### src/rtl/rot_word_pipe_pkg.sv
// Shared key-expander constants: rotation direction encoding and default widths.
// Also provides a small helper for deriving byte counts from word widths.
package rot_word_pipe_pkg;

  localparam logic ROT_LEFT  = 1'b0;
  localparam logic ROT_RIGHT = 1'b1;

  localparam int DEFAULT_WORD_W  = 32;
  localparam int DEFAULT_ROUND_W = 4;
  localparam int DEFAULT_AMT_W   = 4;

  function automatic int byte_count(input int word_w);
    return word_w / 8;
  endfunction

endpackage

### src/rtl/rot_word_bytes.sv
// Combinational byte rotation of a word, left (towards MSB) or right.
// The amount is taken modulo the number of bytes in the word.
module rot_word_bytes
  import rot_word_pipe_pkg::*;
#(
  parameter int WORD_W = DEFAULT_WORD_W,
  parameter int AMT_W  = DEFAULT_AMT_W
) (
  input  logic [WORD_W-1:0] word_i,
  input  logic [AMT_W-1:0]  amt_i,
  input  logic              dir_i,
  output logic [WORD_W-1:0] word_o
);

  localparam int NBYTES = byte_count(WORD_W);
  localparam int SH_W   = $clog2(NBYTES);

  logic [SH_W-1:0] amt_eff;

  // NBYTES is a power of two, so truncating the amount is the modulo.
  assign amt_eff = SH_W'(amt_i);

  always_comb begin
    logic [SH_W-1:0] src;
    // NOTE: every variable gets a default before any conditional logic, so no
    // path leaves it unassigned and no latch is inferred.
    src    = '0;
    word_o = '0;
    for (int i = 0; i < NBYTES; i++) begin
      src = (dir_i == ROT_LEFT) ? SH_W'(i) - amt_eff : SH_W'(i) + amt_eff;
      word_o[i*8 +: 8] = word_i[src*8 +: 8];
    end
  end

endmodule

### src/rtl/rot_word_pipe.sv
// Pipelined byte-rotation stage for the AES key expander with valid/ready on
// both sides; rotation happens before stage 0 and the round tag rides along.
module rot_word_pipe
  import rot_word_pipe_pkg::*;
#(
  parameter int WORD_W  = DEFAULT_WORD_W,
  parameter int ROUND_W = DEFAULT_ROUND_W,
  parameter int AMT_W   = DEFAULT_AMT_W,
  parameter int STAGES  = 2
) (
  input  logic                         clk,
  input  logic                         rst,
  input  logic                         in_valid,
  output logic                         in_ready,
  input  logic [WORD_W-1:0]            in_word,
  input  logic [ROUND_W-1:0]           in_round,
  input  logic [AMT_W-1:0]             in_amt,
  input  logic                         in_dir,
  output logic                         out_valid,
  input  logic                         out_ready,
  output logic [WORD_W-1:0]            out_word,
  output logic [ROUND_W-1:0]           out_round,
  output logic [$clog2(STAGES+1)-1:0]  inflight
);

  localparam int CNT_W = $clog2(STAGES + 1);

  logic [WORD_W-1:0]  rot_word;

  logic               v_q     [STAGES];
  logic               v_d     [STAGES];
  logic [WORD_W-1:0]  word_q  [STAGES];
  logic [WORD_W-1:0]  word_d  [STAGES];
  logic [ROUND_W-1:0] round_q [STAGES];
  logic [ROUND_W-1:0] round_d [STAGES];

  logic               src_v     [STAGES];
  logic [WORD_W-1:0]  src_word  [STAGES];
  logic [ROUND_W-1:0] src_round [STAGES];
  logic [STAGES:0]    ready;

  rot_word_bytes #(
    .WORD_W (WORD_W),
    .AMT_W  (AMT_W)
  ) u_rot (
    .word_i (in_word),
    .amt_i  (in_amt),
    .dir_i  (in_dir),
    .word_o (rot_word)
  );

  always_comb begin
    ready         = '0;
    ready[STAGES] = out_ready;
    // A stage can load when empty or when its occupant moves on this cycle.
    for (int k = STAGES - 1; k >= 0; k--) begin
      ready[k] = ~v_q[k] | ready[k+1];
    end

    src_v[0]     = in_valid & ~rst;
    src_word[0]  = rot_word;
    src_round[0] = in_round;
    for (int k = 1; k < STAGES; k++) begin
      src_v[k]     = v_q[k-1];
      src_word[k]  = word_q[k-1];
      src_round[k] = round_q[k-1];
    end

    // Data registers only capture a real transfer; bubbles leave them untouched.
    for (int k = 0; k < STAGES; k++) begin
      v_d[k]     = ready[k] ? src_v[k] : v_q[k];
      word_d[k]  = (ready[k] & src_v[k]) ? src_word[k]  : word_q[k];
      round_d[k] = (ready[k] & src_v[k]) ? src_round[k] : round_q[k];
    end
  end

  for (genvar k = 0; k < STAGES; k++) begin : g_stage
    always_ff @(posedge clk) begin
      // NOTE: state is updated with non-blocking assignments so every stage
      // samples the pre-edge value of its neighbour, whatever the block order.
      if (rst) begin
        v_q[k]     <= 1'b0;
        // NOTE: data registers are reset too, because out_word/out_round must
        // read zero after reset rather than stale contents.
        word_q[k]  <= '0;
        round_q[k] <= '0;
      end else begin
        v_q[k]     <= v_d[k];
        word_q[k]  <= word_d[k];
        round_q[k] <= round_d[k];
      end
    end
  end

  always_comb begin
    inflight = '0;
    for (int k = 0; k < STAGES; k++) begin
      inflight = inflight + CNT_W'(v_q[k]);
    end
  end

  assign in_ready  = ready[0] & ~rst;
  assign out_valid = v_q[STAGES-1];
  assign out_word  = word_q[STAGES-1];
  assign out_round = round_q[STAGES-1];

endmodule

### config.mk
export PLATFORM = sky130hd
export DESIGN_NAME = rot_word_pipe
export DESIGN_NICKNAME = d
export VERILOG_FILES = /design/src/rtl/rot_word_pipe_pkg.sv /design/src/rtl/rot_word_bytes.sv /design/src/rtl/rot_word_pipe.sv
export SDC_FILE = /design/constraint.sdc
export NUM_CORES = 1
export LEC_CHECK = 0
export CORE_AREA = 2 2 86 88
export DETAILED_ROUTE_END_ITERATION = 7
export DIE_AREA = 0 0 88 90
export PLACE_DENSITY = 0.81
export SLEW_MARGIN = 10
export SYNTH_ARGS = -nofsm -noshare
export SYNTH_HDL_FRONTEND = slang
export SYNTH_SLANG_ARGS = --single-unit
export TNS_END_PERCENT = 30
### constraint.sdc
create_clock -name clk -period 1.6 [get_ports clk]
set_input_delay 0.32 -clock clk [delete_from_list [all_inputs] [get_ports clk]]
set_output_delay 0.32 -clock clk [all_outputs]
set_load 0.05 [all_outputs]
==> reports/qor.yml <==
status: "complete, no violations"
finalWorstSetupSlack_ns: 0.0650
diodes: 0
via_count: 2875
cts_buffers: 9
clock_latency_ns: 0.35
nNetsFinal: 495
crit_path_start_kind: "flip-flop"
final_area_mm2: 0.00459
synth_cells: 367
syn_area_mm2: 0.00336
hold_path_end: "v_q[0]"
layout-drive-gt1-share: 0.256
ios: 85
place_area_mm2: 0.00432
r2r-start: "v_q[1]"
relSlewSlack: 0.789
worstPathMaxFanout: 3
die_y_um: 90
dieArea_mm2: 0.00792
max_freq_mhz: 651
route.detailed.drc: 0
regToRegSetupSlack_ns: 0.14
setup_viol: 0
row_count: 31
r2r_end: "word_q[0][1]"
grt_pass1_wl_mm: 12.9
design.core.area_mm2: 0.00702
drv_slew: 0
track_usage: 0.205
detail_route.iter0.violations: 92
grt_pass1_vias: 2723
whs_path_depth: 2
yosys_warnings: 0
start_util: 0.478
hold_violations: 0
hold_class: "input port to flip-flop"
drt_first_pass_iters: 5
layout_commonest_cell: "nand2_1"
hold_path.startpoint: "rst"
report.power.total_mw: 4.48
vias_per_cell: 5.21
clk_pin_slew_ns: 0.07
syn-num-nets: 413
routed_wl_mm: 8.11
port_buffers: 82
max-vdd-ir-drop_mv: 0.501
fin_util: 0.654
tightest_slew_ns: 0.317
ys_seq_area_frac: 0.441
ys_types: 18
cts_max_level: 3
fp.dieW_um: 88
synth.avg_cell_area_um2: 9.14
ctsLongestPathBuffers: 2
setup_tns_ns: 0
worstPathRequired_ns: 1.28
cts_tree: "yes"
fin_crit_sh: 0.959
grt_max_degree: 73
cp.arrival_ns: 1.22
pre_cts_ws_ns: -0.321
cap_violations: 0
overflow: 0
clock_skew_ns: 0.00814
powerDensity_mw_per_mm2: 976
reg2reg_depth: 6
areaGrowthSynthToFinish_pct: 36.8
post-route-min-period_ns: 1.54
grt_antenna_before_repair: 0
path_class: "flip-flop to primary output"
clock_sinks: 74
root_buffer: "clkbuf_8"
ant_nets: 0
postCtsHoldBufs: 0
gp_congestion: 0.908
layout_common_cells: "nand2_1 (73), dfxtp_1 (72), buf_4 (46)"
worstSetupEndpointType: "primary output"
hpwl_mm: 5.66
rsz0062_at_grt: "false"
synth_seq_cells: 74
drt-wirelength-per-cell_um: 14.7
p_leak_nw: 1.83
==> per-layer routing <==
layer	part of all wire	global-route usage	vias up
met5	0	0	-
met3	0.048	0.0441	14
met2	0.49	0.322	79
li1	-	-	1417
met4	0.021	0.0718	0
met1	0.44	0.276	1365
==> stage by stage <==
step	cells	hold slack, ns
global placement	535	0.439
CTS	551	0.245
finish	552	0.247
global route	552	0.259
detailed placement	535	0.446
floorplan	367	0.432
==> synth_stat cells <==
library cell	number	area, um^2
o21ai_1	36	180
xnor2_2	1	16.3
nand3b_1	36	270
clkbuf_1	23	86.3
inv_1	5	18.8
mux2_2	32	360
a21oi_1	38	190
a211o_1	1	8.76
buf_12	1	20.0
xor2_4	2	55.1
mux2i_1	32	320
nand2_1	73	274
nor2_1	3	11.3
nor2b_1	2	12.5
dfxtp_1	74	1480
nand2b_1	2	12.5
buf_2	5	25.0
ha_1	1	12.5
==> how the worst max path moves through the flow <==
stage	startpoint	end	slack [ns]	depth (start not counted)
after floorplan	v_q[1]	round_q[0][3]	-0.05	6
after global placement	in_amt[0]	word_q[0][6]	-0.29	6
after detailed placement	in_amt[0]	word_q[0][27]	-0.32	5
after CTS	out_ready	in_ready	0.002	5
after global routing	v_q[1]	in_ready	0.02	4
final	v_q[1]	in_ready	0.06	4
==> where the power goes <==
group / internal, mW / leakage (nW) / switching [mW]
registers: 1.96 / 0.607 / 0.0731
logic: 0.427 / 1.13 / 0.468
clock network: 0.867 / 0.0984 / 0.682
total: 3.26 / 1.83 / 1.22
==> kinds of logic after synthesis <==
group / share of synthesized area
flops: 0.441
buf+inv: 0.0447
fa+ha+maj: 0.00373
simple gates: 0.173
xor+xnor: 0.0213
compound gates: 0.113
mux: 0.203
==> critical path, cell delays in order, from the launching register on <==
cell,delay [ns]
dfxtp_2,0.33
nor2b_4,0.13
buf_6,0.12
a21oi_4,0.15
buf_12,0.15
==> sequential cells by signal (all words and copies together), names as in the netlist <==
signal   cells
round_q      8
v_q          2
word_q      64
==> repair_timing <==
item,in CTS,in global routing
pin swaps,1,1
gates resized for setup,2,6
cloned,0,1
buffers inserted,1,0
setup endpoints to repair,1,7
==> area by class of cell <==
class	instances	area (um^2)
fill	574	2430
multi-input combinational	259	1750
sequential	74	1480
timing repair buffer	100	1000
clock buffer	10	128
tap	99	124
clock inverter	5	80.1
inverter	5	18.8
Note: power is estimated with default switching activity, not from simulation.
